`src/rtl/jtbubl_sysctl_pkg.sv`:
```
// ---------------------------------------------------------------------------
// jtbubl_sysctl_pkg
// Shared definitions for the JTBUBL-style system-control block:
//   - wdog_state_t : watchdog FSM encoding (RUN counts frames, HOLD keeps the
//                    main CPU in reset for a fixed number of clocks)
//   - VID_BLACK / VID_FLIP : bit positions inside the video-control write data
// ---------------------------------------------------------------------------
package jtbubl_sysctl_pkg;

   typedef enum logic {
      WDOG_RUN  = 1'b0,
      WDOG_HOLD = 1'b1
   } wdog_state_t;

   localparam int VID_BLACK = 0;
   localparam int VID_FLIP  = 1;

endpackage

```
`src/rtl/jtbubl_sysctl_irq.sv`:
```
// ---------------------------------------------------------------------------
// jtbubl_sysctl_irq
// One vblank interrupt latch. A set strobe pulls the active-low request low on
// the next clock; an acknowledge strobe releases it. When both arrive in the
// same cycle the set wins, so a new vblank is never lost to a late ack.
// Ports:
//   i_clk    in  system clock
//   i_rst_n  in  asynchronous active-low reset (request released)
//   i_set    in  start-of-blank strobe
//   i_ack    in  CPU acknowledge strobe
//   o_irq_n  out interrupt request, active low, level
// ---------------------------------------------------------------------------
module jtbubl_sysctl_irq (
   input  logic i_clk,
   input  logic i_rst_n,
   input  logic i_set,
   input  logic i_ack,
   output logic o_irq_n
);

   logic r_irq_n;

   always_ff @(posedge i_clk or negedge i_rst_n) begin
      if (!i_rst_n)   r_irq_n <= 1'b1;
      else if (i_set) r_irq_n <= 1'b0;
      else if (i_ack) r_irq_n <= 1'b1;
   end

   assign o_irq_n = r_irq_n;

endmodule

```
`src/rtl/jtbubl_sysctl.sv`:
```
// ---------------------------------------------------------------------------
// jtbubl_sysctl
// System-control block for a JTBUBL-style multi-CPU board: frame watchdog with
// a timed main-CPU reset pulse, ROM bank register, subordinate CPU reset
// releases, video control bits and NIRQ vblank interrupt latches.
//
// Build option: define JTBUBL_SYSCTL_WDOG_EN to include the watchdog. Without
// it, main_rst_n is simply rst_n re-timed to clk (async assert, release on the
// next edge) and wdog_clr, WDOGW and RST_HOLD have no effect.
//
// Ports:
//   clk        in   system clock
//   rst_n      in   asynchronous active-low reset
//   LVBL       in   vertical blank, active low
//   wdog_clr   in   watchdog kick strobe
//   bank_we    in   bank register write strobe,  bank_din [BANKW] data
//   sub_we     in   sub reset write strobe,      sub_din  [NSUB]  1 = release
//   vid_we     in   video control write strobe,  vid_din  [2]     {flip, black_n}
//   irq_ack    in   [NIRQ] per-channel acknowledge strobes
//   main_rst_n out  main CPU reset, active low
//   sub_rst_n  out  [NSUB] sub CPU/MCU resets, active low
//   bank       out  [BANKW] current ROM bank
//   black_n    out  screen enable
//   flip       out  screen flip
//   irq_n      out  [NIRQ] vblank interrupts, active low, level
// ---------------------------------------------------------------------------
module jtbubl_sysctl
   import jtbubl_sysctl_pkg::*;
#(
   parameter int BANKW    = 3,
   parameter int NSUB     = 2,
   parameter int NIRQ     = 1,
   parameter int WDOGW    = 8,
   parameter int RST_HOLD = 64
) (
   input  logic             clk,
   input  logic             rst_n,
   input  logic             LVBL,
   input  logic             wdog_clr,
   input  logic             bank_we,
   input  logic [BANKW-1:0] bank_din,
   input  logic             sub_we,
   input  logic [NSUB-1:0]  sub_din,
   input  logic             vid_we,
   input  logic [1:0]       vid_din,
   input  logic [NIRQ-1:0]  irq_ack,
   output logic             main_rst_n,
   output logic [NSUB-1:0]  sub_rst_n,
   output logic [BANKW-1:0] bank,
   output logic             black_n,
   output logic             flip,
   output logic [NIRQ-1:0]  irq_n
);

   logic             r_lvbl_last;
   logic             w_rise;
   logic             w_fall;
   logic             r_main_rst_n;
   logic [BANKW-1:0] r_bank;
   logic [NSUB-1:0]  r_sub_rst_n;
   logic             r_black_n;
   logic             r_flip;

   // Last LVBL resets high (outside blank) so leaving reset never fakes an edge.
   always_ff @(posedge clk or negedge rst_n) begin
      if (!rst_n) r_lvbl_last <= 1'b1;
      else        r_lvbl_last <= LVBL;
   end

   assign w_rise = LVBL & ~r_lvbl_last;   // end of blank: one watchdog frame
   assign w_fall = ~LVBL & r_lvbl_last;   // start of blank: interrupt request

`ifdef JTBUBL_SYSCTL_WDOG_EN
   localparam int               HOLDW     = $clog2(RST_HOLD + 1);
   localparam logic [HOLDW-1:0] HOLD_INIT = HOLDW'(RST_HOLD);

   wdog_state_t      r_state;
   logic [WDOGW-1:0] r_count;
   logic [HOLDW-1:0] r_hold;

   // Reset enters HOLD so the main CPU also gets the full reset pulse at power-up.
   // The MSB of the frame count is the timeout flag; leaving RUN as soon as it
   // sets means the counter can never wrap.
   always_ff @(posedge clk or negedge rst_n) begin
      if (!rst_n) begin
         r_state      <= WDOG_HOLD;
         r_count      <= '0;
         r_hold       <= HOLD_INIT;
         r_main_rst_n <= 1'b0;
      end else begin
         case (r_state)
            WDOG_RUN: begin
               if (r_count[WDOGW-1]) begin
                  r_state      <= WDOG_HOLD;
                  r_hold       <= HOLD_INIT;
                  r_count      <= '0;
                  r_main_rst_n <= 1'b0;
               end else if (wdog_clr) begin
                  r_count <= '0;   // a kick beats a same-cycle frame
               end else if (w_rise) begin
                  r_count <= r_count + WDOGW'(1);
               end
            end
            WDOG_HOLD: begin
               r_count <= '0;
               if (r_hold == HOLDW'(1)) begin
                  r_state      <= WDOG_RUN;
                  r_main_rst_n <= 1'b1;
               end else begin
                  r_hold       <= r_hold - HOLDW'(1);
                  r_main_rst_n <= 1'b0;
               end
            end
            default: begin
               r_state      <= WDOG_HOLD;
               r_hold       <= HOLD_INIT;
               r_main_rst_n <= 1'b0;
            end
         endcase
      end
   end
`else
   always_ff @(posedge clk or negedge rst_n) begin
      if (!rst_n) r_main_rst_n <= 1'b0;
      else        r_main_rst_n <= 1'b1;
   end

   // Watchdog inputs and sizing have no function in this build.
   logic w_unused_wdog;
   assign w_unused_wdog = ^{wdog_clr, w_rise, WDOGW[0], RST_HOLD[0]};
`endif

   // Control registers follow the main CPU: cleared while it is held in reset,
   // and any write strobe seen during that time is discarded.
   always_ff @(posedge clk or negedge rst_n) begin
      if (!rst_n) begin
         r_bank      <= '0;
         r_sub_rst_n <= '0;
         r_black_n   <= 1'b0;
         r_flip      <= 1'b0;
      end else if (!r_main_rst_n) begin
         r_bank      <= '0;
         r_sub_rst_n <= '0;
         r_black_n   <= 1'b0;
         r_flip      <= 1'b0;
      end else begin
         if (bank_we) r_bank      <= bank_din;
         if (sub_we)  r_sub_rst_n <= sub_din;
         if (vid_we) begin
            r_black_n <= vid_din[VID_BLACK];
            r_flip    <= vid_din[VID_FLIP];
         end
      end
   end

   // Interrupt latches only see rst_n, so subordinate CPUs keep pending requests
   // across a watchdog reset of the main CPU.
   genvar gi;
   generate
      for (gi = 0; gi < NIRQ; gi++) begin : g_irq
         jtbubl_sysctl_irq u_irq (
            .i_clk   (clk),
            .i_rst_n (rst_n),
            .i_set   (w_fall),
            .i_ack   (irq_ack[gi]),
            .o_irq_n (irq_n[gi])
         );
      end
   endgenerate

   assign main_rst_n = r_main_rst_n;
   assign sub_rst_n  = r_sub_rst_n;
   assign bank       = r_bank;
   assign black_n    = r_black_n;
   assign flip       = r_flip;

endmodule

```
`config.mk`:
```
export PLATFORM = sky130hd
export DESIGN_NAME = jtbubl_sysctl
export DESIGN_NICKNAME = d
export VERILOG_FILES = /design/src/rtl/jtbubl_sysctl_pkg.sv /design/src/rtl/jtbubl_sysctl_irq.sv /design/src/rtl/jtbubl_sysctl.sv
export SDC_FILE = /design/constraint.sdc
export NUM_CORES = 1
export LEC_CHECK = 0
export ABC_AREA = 1
export CORE_AREA = 5 5 42 44
export CTS_BUF_LIST = sky130_fd_sc_hd__clkbuf_8
export CTS_CLUSTER_DIAMETER = 30
export DETAILED_ROUTE_END_ITERATION = 7
export DIE_AREA = 0 0 47 49
export GPL_TIMING_DRIVEN = 0
export HOLD_SLACK_MARGIN = 0.06
export PLACE_DENSITY = 0.69
export SKIP_CTS_REPAIR_TIMING = 1
export SYNTH_ARGS = -nofsm -noshare
export SYNTH_HDL_FRONTEND = slang
export SYNTH_SLANG_ARGS = --single-unit
```
`constraint.sdc`:
```
create_clock -name clk -period 0.9 [get_ports clk]
set_clock_uncertainty 0.15 [all_clocks]
set_input_delay 0.18 -clock clk [delete_from_list [all_inputs] [get_ports clk]]
set_output_delay 0.18 -clock clk [all_outputs]
set_load 0.01 [all_outputs]
```
* Yosys cells after proc, flatten, opt, wreduce, memory -nomap -nowiden *
Cells that the tools add are included.

storage, ports and cells
  flip-flop bits (word level) = 10
  output and inout port bits = 9

operators by class
  eq/ne operators = 3
  mux-type cells = 10
  reduce and logical (&&, ||, !) cells = 1
  bitwise gates (word level) = 2

operator list
  kind                                  number
  1-bit two-way mux                     6
  3-bit two-way mux                     2
  2-bit != test, second input constant  3
  2-bit two-way mux                     2
  2-bit nonzero test                    1
  1-bit AND                             1
  1-bit inverter                        1

* Depth between registers and ports, before layout *
Gate-level depths: netlist of run 1.

  word-level depth = 3
  mapped depth = 3
  gate-level depth less buffers = 3

* Modules after synthesis *
A second synthesis of run 1 with hierarchy kept.

second synthesis, totals
  cells, all modules = 40
  area, all modules = 390.4 sq um

by module, submodules not included
  module             area an instance (sq um)  times used  cells each
  jtbubl_sysctl      356.6                     1           37
  jtbubl_sysctl_irq  33.8                      1           3

* Worst setup path after synthesis of run 1 *
OpenSTA, ideal clock, no wires.

  path type = reg-to-reg
  start point = register r_main_rst_n (netlist: main_rst_n)
  end point = register r_bank[1] (netlist: bank[1])
  library setup time = 0.118 ns
  setup slack = -0.077 ns
  cell stages (with the launch flop) = 4
  arrival = 0.709 ns
  path buffers = 1
  data required time = 0.632 ns
  cells stage by stage = dfrtp_1 > buf_6 > nand3_1 > nand2_1

on the way
  cells in the longest elaborated chain, start to end = 1
  elaborated cells between the ends (all ways) = 2
  those cells by class = 1 x eq/ne; 1 x mux

ends and longest elaborated chain
  item                                                                        line                  RTL
  from (decl)                                                                 jtbubl_sysctl.sv:58   logic r_main_rst_n;
  from (signal assigned)                                                      jtbubl_sysctl.sv:124  if (!rst_n) r_main_rst_n <= 1'b0;
  from (signal assigned)                                                      jtbubl_sysctl.sv:125  else r_main_rst_n <= 1'b1;
  2-bit != test (no source line) / 3-bit two-way mux (equally long branches)  --
  to (signal assigned)                                                        jtbubl_sysctl.sv:147  if (bank_we) r_bank <= bank_din;
  to (decl)                                                                   jtbubl_sysctl.sv:59   logic [BANKW-1:0] r_bank;

Parallel ways exist; a longest one is shown, timed or not.
A chain may end at the register's enable or synchronous reset.

* Final worst setup path of run 1 *
  start point = register g_irq[0].u_irq.r_irq_n
  end point = output port irq_n

RTL lines
  item                    line                     RTL
  from (decl)             jtbubl_sysctl_irq.sv:21  logic r_irq_n;
  from (signal assigned)  jtbubl_sysctl_irq.sv:24  if (!i_rst_n) r_irq_n <= 1'b1;
  from (signal assigned)  jtbubl_sysctl_irq.sv:25  else if (i_set) r_irq_n <= 1'b0;
  from (signal assigned)  jtbubl_sysctl_irq.sv:26  else if (i_ack) r_irq_n <= 1'b1;
  to (decl)               jtbubl_sysctl.sv:52      output logic [NIRQ-1:0] irq_n

No word-level cell between the ends.

==> impl_results.md, run 1 <==
- Logic pwr share: 17.2%
- Row cnt: 14
- Power Dens Cells: 1570 nW/um2
- Worst-path cell chain: buf_6
- Routed WL per cell: 11.0 um
- Die width: 47 um
- Overall overflow remaining after global route: 0
- Post-synth EDFFs: 0
- Worst-Skew Late Latency: 0.23 ns
- Top cells by count, synth: 14 x nand3_1, 8 x dfrtp_1, 7 x nand2_1
- Syn nets: 55
- Die area: 2300 um2
- Critical path buffer and inverter count: 1
- Clock Power Share: 43.6%
- Switch share: 21.7%
- Final Hold Fails: 0
- Setup violators final: 16
- Top Family by Delay on Critical Path: flip-flops
- Max stage delay on crit path: 0.53 ns
- ANT nets after route: 0
- Hold crit path type: in2async
- GRT Util Overall: 9.89%
- Port Buffers: 22
- Post-synthesis sequential area ratio: 64.7%
- Num CTS Buffers: 3
- Vias/cell: 4.36
- Yosys warning count: 0
- RePlAce Congestion: 0.615
- First-pass GRT wire length: 1.64 mm
- Synth Register Bits: 10
- Largest net degree at the start of global routing: 11
- DRC: 0
- Final Critical Period: 1.19 ns
- NetSw: 0.277 mW
- Yosys top cell area share: 51.3%
- Setup crit end kind: output port
- Status: finished with violations
- Slowest CP cell: dfstp_2
- Synth Instances: 40
- Detailed placement HPWL: 724 um
- CTS sink cnt: 10
- TNS Setup: -2.86 ns
- Initial antenna violation count: 0
- Post-place setup slack: -0.477 ns
- Top-level port count: 24
- Clk slew on worst S/H paths: 0.05 ns
- Drt pass-1 iters: 3
- WL final: 993 um
- Seq pwr share: 39.2%
- Synth Area per Inst: 9.76 um2
- Iteration-0 DRC Markers: 3
- Cell taking the most area after synthesis: dfrtp_1
- Clock Tree Root: clkbuf_8
- Max clock buf depth: 2
- Peak supply drop: 0.000852 V
- Layout cells sized above 1: 51.4%
- Leak pwr: 0.412 nW
- Max cap viols: 0
- Die height: 49 um
- Ranking of synthesized cells by area: dfrtp_1 51%, nand3_1 18%, dfstp_2 13%
- Initial core utilization: 27.9%
- Ys flop type: dfrtp_1
- Area grow syn2layout: 108%
- CTS tree: yes
- CP max FO: 2
- Max Clk Rate: 0.838 GHz
- WP data required: 0.57 ns
- Register area: 254 um2
- Final #Nets: 90
- Area of the multi-input gates: 174 um2
- Vias in the first global route: 395
- Fillers: 132
- Final period util: 133%
- Failing checks: setup timing
- Netlist cell types: 8
- Via Count: 392
- Max Slew Vio Count: 0
- Total power: 1.27 mW
- Fin util: 58.0%
- H-tree levels: 1
- Internal power: 0.998 mW
- Crit path kind: reg2out
- CORE AREA: 1400 um2
- Post-synthesis cell area: 390 um2
- RSZ-0062 raised after global routing: true
- Crit path launch type: flop
- Count leader, synth: nand3_1
- Diodes inserted: 0
- Crit path DAT: 0.86 ns
- Final WS setup: -0.294 ns
- Synth async-reset ratio: 100%
==> stage by stage <==
| stage | std cells | cell area [um2] | hold slack, ns |
|---|---|---|---|
| 4_1_cts | 82 | 737 | 0.124 |
| 6_report | 90 | 813 | 0.108 |
| 2_1_floorplan | 40 | 442 | -0.266 |
| 3_3_place_gp | 78 | 682 | 0.335 |
| 5_1_grt | 90 | 813 | 0.150 |
| 3_5_place_dp | 78 | 682 | 0.331 |
==> final cells by class <==
| class | instances | share of cell area, % |
|---|---|---|
| Sequential cell | 10 | 31.2 |
| Clock buffer | 4 | 6.77 |
| Inverter | 4 | 1.85 |
| Tap cell | 16 | 2.46 |
| Timing Repair Buffer | 30 | 33.8 |
| Buffer | 1 | 2.46 |
| Multi-Input combinational cell | 25 | 21.4 |
==> state kept, by name (all words and copies together) (netlist names) <==
register	flops
bank	3
sub_rst_n	2
black_n	1
flip	1
g_irq.u_irq.o_irq_n	1
main_rst_n	1
r_lvbl_last	1
==> metal layers <==
layer  part of all wire [%]  track usage [%]  vias up
met4                    1.4             5.53        0
met1                     40             11.3      178
met5                      0                0        -
met3                    9.7             4.80        4
li1                       -                -      196
met2                     49             14.5       14
==> power by group through the flow <==
| stage | Sequential [mW] | Combinational, mW | Clock (mW) |
|---|---|---|---|
| 2_1_floorplan | 0.517 | 0.0437 | 0 |
| 3_3_place_gp | 0.506 | 0.185 | 0 |
| 3_5_place_dp | 0.507 | 0.187 | 0 |
| 4_1_cts | 0.500 | 0.188 | 0.564 |
| 5_1_grt | 0.502 | 0.239 | 0.601 |
| 6_report | 0.499 | 0.220 | 0.556 |
==> cell families (layout without fill, tap and decap cells) <==
kind of cell,Yosys count,count (layout),share of synthesized area (%)
simple gates,24,24,27.6
flops,10,10,64.7
buf+inv,5,39,6.73
other cells,1,1,0.961
==> placed cells by master, fill, tap and decap left out, drive strengths merged <==
master | synthesis | final
conb | 1 | 1
clkdlybuf4s50 | 0 | 12
nor2 | 3 | 3
clkbuf | 0 | 10
buf | 1 | 12
inv | 4 | 4
dfstp | 2 | 2
nand3 | 14 | 14
dlymetal6s2s | 0 | 1
dfrtp | 8 | 8
nand2 | 7 | 7
==> final timing paths <==
check / from / endpoint / slack (ns) / cells past startpoint
hold / removal: rst_n / black_n / 0.11 / 1
max in group asynchronous: rst_n / g_irq[0].u_irq.o_irq_n / 0.16 / 1
setup reg to reg: main_rst_n / bank[2] / -0.20 / 4
hold reg to reg: g_irq[0].u_irq.o_irq_n / g_irq[0].u_irq.o_irq_n / 0.34 / 2
min in group clk: bank_we / bank[1] / 0.14 / 3
setup / recovery: g_irq[0].u_irq.o_irq_n / irq_n / -0.29 / 1
Power figures use the tool's default switching activity.
==> run 2, diff against run 1 <==
SKIP_LAST_GASP = 1   (was default)
==> run 2 against run 1 <==
Compared with the run above:
- the run still ends with setup timing left
- sequential cell count unchanged
- routed wire length fell by 0.60%
- cell area decreased by 0.31%
- critical endpoint unchanged
- highest routed layer unchanged
==> impl_results.md, run 2 (synthesis gave the netlist of run 1 again) <==
- Status: finished with violations
- Failing checks: setup timing
- Area grow syn2layout: 108%
- Hold crit path type: in2async
- M3 GR Usage: 4.80%
- First-pass GRT wire length: 1.64 mm
- Top Family by Delay on Critical Path: flip-flops
- Iteration-0 DRC Markers: 3
- Worst Setup EP: irq_n
- Reg2reg path depth: 4
- Number of flip-flops in the largest register: 3
- Post-Place Cells: 78
- Routed WL per cell: 11.0 um
- Final period util: 133%
- Fillers: 130
- Row cnt: 14
- Setup crit end kind: output port
- Setup violators final: 16
- Port Buffers: 22
- Max Clk Rate: 0.837 GHz
- Commonest non-fill, non-tap cell in the layout: clkdlybuf4s50_1
- Die area: 2300 um2
- Met1 usage: 11.3%
- ANT nets after route: 0
- RSZ-0062 raised after global routing: true
- Clock Tree Root: clkbuf_8
- Via Count: 391
- Worst-path cell chain: buf_6
- Max cap viols: 0
- Final Hold Fails: 0
- Crit path kind: reg2out
- Clk slew on worst S/H paths: 0.05 ns
- Crit path depth: 1
- Peak supply drop: 0.000853 V
- Most frequent cells in the layout: 12 x clkdlybuf4s50_1, 9 x nand3_2, 7 x dfrtp_1
- Worst Setup SP: g_irq[0].u_irq.o_irq_n
- Drt pass-1 iters: 3
- Final Critical Period: 1.19 ns
- Crit path DAT: 0.86 ns
- Initial antenna violation count: 0
- Total power: 1.27 mW
- Largest net degree at the start of global routing: 11
- Die height: 49 um
- DRC: 0
- Max clock buf depth: 2
- RePlAce Congestion: 0.615
- CP max FO: 2
- Leak pwr: 0.413 nW
- Worst R2R Setup Slack: -0.20 ns
- Critical path buffer and inverter count: 1
- Worst-Skew Late Latency: 0.23 ns
- Num CTS Buffers: 3
- Diodes inserted: 0
- WL final: 987 um
- Routing usage on met2: 14.5%
- Max stage delay on crit path: 0.53 ns
- Vias in the first global route: 395
- Slowest CP cell: dfstp_2
- Layout cells sized above 1: 48.6%
- Detailed placement HPWL: 724 um
- Vias/cell: 4.34
- Top-level port count: 24
- Crit path launch type: flop
- Die width: 47 um
- Power Dens Cells: 1570 nW/um2
- H-tree levels: 1
- RR Endpoint: bank[2]
- Initial core utilization: 27.9%
- Top Usage Layer GRT: met2
- CORE AREA: 1400 um2
- Final WS setup: -0.294 ns
- GRT Util Overall: 9.89%
- WP data required: 0.57 ns
- Overall overflow remaining after global route: 0
- Final #Nets: 90
- Non-Filler Instances: 90
- R2r startpoint: main_rst_n
- CTS tree: yes
- CTS sink cnt: 10
- Max Slew Vio Count: 0
## run 2: cell types whose count changed in the layout (fill, tap and decap cells not counted)
cell	delta
inv_1	+1
inv_2	-1
nor2_1	+1
nor2_2	-1
## run 2: worst min-delay path by stage
stage	start	endpoint	slack, ns	depth (start not counted)
finish	rst_n	black_n	0.11	1
global route	rst_n	bank[0]	0.15	1
global placement	g_irq[0].u_irq.o_irq_n	g_irq[0].u_irq.o_irq_n	0.34	2
floorplan	rst_n	bank[0]	-0.27	0
CTS	rst_n	sub_rst_n[0]	0.12	1
detailed placement	g_irq[0].u_irq.o_irq_n	g_irq[0].u_irq.o_irq_n	0.33	2
## run 2: area by class of cell
| type | instances | area [um2] | share of cell area, % |
|---|---|---|---|
| well taps | 16 | 20.0 | 2.47 |
| repair buffers | 30 | 275 | 34.0 |
| plain buffers | 1 | 20.0 | 2.47 |
| clock buffers | 4 | 55.1 | 6.79 |
| inverters | 4 | 15.0 | 1.85 |
| flip-flops and latches | 10 | 254 | 31.3 |
| multi-input cells | 25 | 171 | 21.1 |
## run 2: power by group
| part | switching, mW | total (mW) | leakage [nW] | internal, mW |
|---|---|---|---|---|
| clock network | 0.173 | 0.557 | 0.0288 | 0.384 |
| registers | 0.0161 | 0.498 | 0.125 | 0.482 |
| logic | 0.0874 | 0.218 | 0.259 | 0.131 |
| total | 0.276 | 1.27 | 0.413 | 0.997 |
## run 2: layer usage
metal	share of wire, %	vias to the layer above
met1	40	178
met2	48	14
met3	9.7	4
met4	1.4	0
li1	-	195
met5	0	-
## run 2: per-stage QoR
stage	hold WS, ns	area [um2]	setup TNS [ns]	worst slack, ns	util (%)
after floorplan	-0.266	442	-0.314	-0.0529	-
after global placement	0.335	682	-6.48	-0.468	48.7
after detailed placement	0.331	682	-6.37	-0.477	48.7
after CTS	0.124	737	-5.97	-0.733	52.6
after global routing	0.150	811	-3.38	-0.321	57.9
final	0.108	811	-2.86	-0.294	57.9
==> patch 1 (flow settings as in run 2) <==
Put a register stage on the output `irq_n`, cleared by the reset. The value now appears one clock later. The other outputs are not delayed to match.
--- a/src/rtl/jtbubl_sysctl.sv
+++ b/src/rtl/jtbubl_sysctl.sv
@@ -51,6 +51,8 @@
    output logic             flip,
    output logic [NIRQ-1:0]  irq_n
 );
+
+   logic [NIRQ-1:0] irq_n_d;
 
    logic             r_lvbl_last;
    logic             w_rise;
@@ -163,7 +165,7 @@
             .i_rst_n (rst_n),
             .i_set   (w_fall),
             .i_ack   (irq_ack[gi]),
-            .o_irq_n (irq_n[gi])
+            .o_irq_n (irq_n_d[gi])
          );
       end
    endgenerate
@@ -174,5 +176,13 @@
    assign black_n    = r_black_n;
    assign flip       = r_flip;
 
+   always_ff @(posedge clk or negedge rst_n) begin
+      if (!rst_n) begin
+         irq_n <= '0;
+      end else begin
+         irq_n <= irq_n_d;
+      end
+   end
+
 endmodule
 
Function: changed (a bounded check fails within 4 cycles, from zero or initial values and one cycle with rst_n low).
==> patch 1 against run 2 <==
The flow still finishes with violations (setup timing); total power shrank 5.4%; non-clock buffer count shrank 2; routed wire length shrank 2.3%; cell count shrank 1.1%; sequential cell count grew 1; cell area shrank 6.2%; area after synthesis grew 6.4%; worst setup slack gained 0.069 ns; largest cell class is now flip-flops and latches; largest power group is now registers.
==> patch 1: results (changes against run 2) <==
[outcome]
status = finished with violations
violations = setup timing

[sta]
hold_ws_ns = 0.134  ; +0.0259 ns
setup_violations = 16  ; unchanged
tns_ns = -2.28  ; +0.575 ns
fin_ws_ns = -0.225  ; +0.0688 ns

[cells_and_area]
multi_input_area_sq_um = 161  ; -5.8%
fillers = 138  ; +6.2%
drive_gt1_share_pct = 43.8  ; -4.8 points
largest_reg_flops = 3  ; unchanged
nNetsFinal = 89  ; -1.1%

[synthesis]
ys_seq_area_share_pct = 66.9  ; +2.1 points
synth_fp_nets = 56  ; +1.8%
synthTopCellsByCount = 14 x nand3_1, 9 x dfrtp_1, 7 x nand2_1, 4 x inv_1, 3 x nor2_1
ys_warn_count = 0  ; unchanged
avgSynthCellArea_sq_um = 10.1  ; +3.8%
ys_types = 8  ; unchanged
synth.area.top_cells = dfrtp_1 54%, nand3_1 17%, dfstp_2 13%
synth_ff_type = dfrtp_1

[routing]
drt-total-wl_um = 964  ; -2.3%
first_pass_iters = 3  ; unchanged
avgViaCountPerCell = 4.43  ; +1.9%
drt_first_iter_violations = 5  ; +2
post_drt_wl_per_cell_um = 10.8  ; -1.2%

[pwr]
p_switching_mw = 0.268  ; -3.1%
peakVddDrop_mv = 1.21  ; +42%
p_leak_nw = 0.386  ; -6.4%

[placement]
gp_routability_congestion = 0.604  ; -1.8%
placed_cell_area_sq_um = 707  ; +3.7%
dp_worst_setup_slack_ns = -0.381  ; +0.0961 ns
placedCellCount = 79  ; +1.3%
io_buffers = 22  ; unchanged
dp_hpwl_um = 737  ; +1.8%

[critical_path]
worst_r2r_path_depth = 3  ; -1
critPathSlowestCell = dfrtp_2
reg2reg_setup_slack_ns = -0.14  ; +0.06 ns
setup.worst_path.start = main_rst_n$_DFF_PN0_
slowest_delay_ns = 0.44  ; -0.09 ns
critPathMaxFanout = 5  ; +3
r2r_end = black_n$_DFFE_PN0P_

[clocking]
root_buffer = clkbuf_8
clk_latency_ns = 0.23  ; about the same
clk_pin_slew_ns = 0.05  ; about the same

[global_route]
grtUsageTotal_pct = 9.29  ; -0.59 points
grt_first_pass_wirelength_mm = 1.55  ; -5.9%
grt_max_degree = 12  ; +1
grt_pass1_vias = 406  ; +2.8%

-- patch 1: cell count changes in the layout (fill, tap and decap cells not counted), sizes merged --
| cell | delta |
|---|---|
| dlymetal6s2s | -1 |
| inv | +1 |
| clkdlybuf4s50 | +1 |
| dfrtp | +1 |
| buf | -3 |
-- patch 1: per-layer routing --
layer	vias to the layer above	routed length [um]	GRT usage (%)
met2	13	487	14.9
met4	0	0	2.76
met3	0	86	5.17
li1	196	-	-
met5	-	0	0
met1	185	390	10.1
-- patch 1: power by group through the flow --
stage	Sequential, mW	Clock, mW	Combinational (mW)
6_report	0.548	0.470	0.187
5_1_grt	0.551	0.508	0.205
4_1_cts	0.550	0.486	0.186
3_5_place_dp	0.557	0	0.186
3_3_place_gp	0.557	0	0.183
2_1_floorplan	0.569	0	0.0443
-- patch 1: cell type report --
| cell class | instances | area share (%) |
|---|---|---|
| flip-flops and latches | 11 | 36.7 |
| repair buffers | 29 | 31.6 |
| multi-input cells | 25 | 21.2 |
| clock buffers | 3 | 5.43 |
| well taps | 16 | 2.63 |
| inverters | 4 | 1.97 |
| clock inverters | 1 | 0.493 |
-- patch 1: cell families (layout without fill, tap and decap cells) --
| family | count (synthesis) | after routing | share of synthesized area (%) |
|---|---|---|---|
| buffers and inverters | 5 | 37 | 6.32 |
| and+or+nand+nor | 24 | 24 | 25.9 |
| DFF | 11 | 11 | 66.9 |
| other | 1 | 1 | 0.903 |
-- patch 1: how the worst max path moves through the flow --
| stage | end | depth (start not counted) |
|---|---|---|
| global route | main_rst_n | 1 |
| detailed placement | main_rst_n | 1 |
| CTS | main_rst_n | 1 |
| global placement | main_rst_n | 1 |
| floorplan | black_n$_DFFE_PN0P_ | 3 |
| finish | main_rst_n | 1 |
==> patch 2 (flow settings as in run 2) <==
Made on the original files. Set the parameter `NSUB` to 1 (it was 2).
--- a/src/rtl/jtbubl_sysctl.sv
+++ b/src/rtl/jtbubl_sysctl.sv
@@ -28,7 +28,7 @@
    import jtbubl_sysctl_pkg::*;
 #(
    parameter int BANKW    = 3,
-   parameter int NSUB     = 2,
+   parameter int NSUB     = 1,
    parameter int NIRQ     = 1,
    parameter int WDOGW    = 8,
    parameter int RST_HOLD = 64
Ports: changed (resized sub_din and sub_rst_n); port bits go from 24 to 22. No check against the original RTL was run, so the function may have changed too.
==> patch 2 against run 2 <==
Area after synthesis decreased by 8.7%; cell area decreased by 16%; count of clock-buffer cells in the layout decreased by 1; sequential cell count decreased by 1; worst setup slack improved by 0.0034 ns; worst hold slack got worse by 0.0077 ns; the run still ends with setup timing left; routed wire length decreased by 12%; fmax increased by 0.29%; critical path type unchanged; die area unchanged; sequential power decreased by 9.2%; total power decreased by 16%.
==> patch 2: results (changes against run 2) <==
[global_route]
grtUsageTotal_pct = 7.70  ; -2.2 points
grt_pass1_vias = 346  ; -12%
grt_first_pass_wirelength_mm = 1.28  ; -22%

[outcome]
violations = setup timing
status = finished with violations

[cells_and_area]
final_cells = 81  ; -10%
nNetsFinal = 80  ; -11%
drive_gt1_share_pct = 46.2  ; -2.5 points

[pwr]
peakVddDrop_mv = 0.955  ; +12%
p_int_mw = 0.831  ; -17%
p_leak_nw = 0.359  ; -13%

[synthesis]
synth.area.top_cells = dfrtp_1 49%, nand3_1 15%, dfstp_2 15%
synthTopCellsByCount = 11 x nand3_1, 7 x dfrtp_1, 6 x nand2_1, 4 x inv_1, 3 x nor2_1
syn_inst = 36  ; -10%
ys_seq_area_share_pct = 63.9  ; -0.88 points
ys_types = 9  ; +1
synth_fp_nets = 50  ; -9.1%

[placement]
io_buffers = 20  ; -9.1%
gp_routability_congestion = 0.656  ; +6.6%
dp_hpwl_um = 652  ; -9.9%

[critical_path]
critPathMaxFanout = 2  ; unchanged
cpLargestDelayFamily = flip-flops

[sta]
fin_ws_ns = -0.291  ; +0.00344 ns
setup_violations = 14  ; -2

[clocking]
clk_latency_ns = 0.22
root_buffer = clkbuf_8

[routing]
post_drt_wl_per_cell_um = 10.8  ; -1.7%
first_pass_iters = 2  ; -1
drt_first_iter_violations = 2  ; -1
avgViaCountPerCell = 4.33  ; -0.26%

[patch 2: cells by family (layout without fill, tap and decap cells)]
logic type | after synthesis | in the layout | share of synthesized area (%)
simple gates | 21 | 21 | 27.7
flops | 9 | 9 | 63.9
buf+inv | 5 | 34 | 7.37
other cells | 1 | 1 | 1.05
[patch 2: stage by stage]
stage / utilization (%) / hold WS, ns / worst slack, ns / cell area [sq um] / TNS, ns
detailed placement: 44.4 / 0.346 / -0.463 / 622 / -5.20
finish: 48.8 / 0.100 / -0.291 / 684 / -2.17
floorplan: - / -0.266 / -0.0459 / 402 / -0.270
global route: 48.8 / 0.131 / -0.317 / 684 / -2.67
global placement: 44.4 / 0.335 / -0.474 / 622 / -5.18
CTS: 47.6 / 0.112 / -0.728 / 667 / -5.21
[patch 2: area by class of cell]
| cell class | count | area (sq um) |
|---|---|---|
| clock inverters | 1 | 3.75 |
| inverters | 4 | 15.0 |
| clock buffers | 3 | 41.3 |
| repair buffers | 25 | 216 |
| flip-flops and latches | 9 | 229 |
| plain buffers | 1 | 11.3 |
| fillers | 152 | 717 |
| multi-input cells | 22 | 148 |
| well taps | 16 | 20.0 |
[patch 2: worst paths after layout]
path / from / end / slack, ns
min in group clk: vid_we / black_n$_DFFE_PN0P_ / 0.13
max reg2reg: main_rst_n$_DFF_PN0_ / bank[1]$_DFFE_PN0P_ / -0.14
max in group asynchronous: rst_n / r_lvbl_last$_DFF_PN1_ / 0.18
min: rst_n / black_n$_DFFE_PN0P_ / 0.10
max: g_irq[0].u_irq.o_irq_n$_DFFE_PN1P_ / irq_n / -0.29
min reg2reg: sub_rst_n$_DFFE_PN0P_ / sub_rst_n$_DFFE_PN0P_ / 0.35
[patch 2: routing by layer]
layer  global-route usage, %  vias to the layer above  share of wire (%)
met5                       0                        -                  0
met4                    4.15                        0                  0
met3                    2.58                        0                 10
met2                    13.1                       14                 51
met1                    7.76                      166                 39
li1                        -                      171                  -
[patch 2: power groups by stage]
stage / registers, mW / logic (mW) / clock network, mW
finish: 0.452 / 0.170 / 0.444
global route: 0.455 / 0.186 / 0.486
CTS: 0.451 / 0.170 / 0.461
detailed placement: 0.456 / 0.169 / 0
global placement: 0.456 / 0.168 / 0
floorplan: 0.466 / 0.0414 / 0
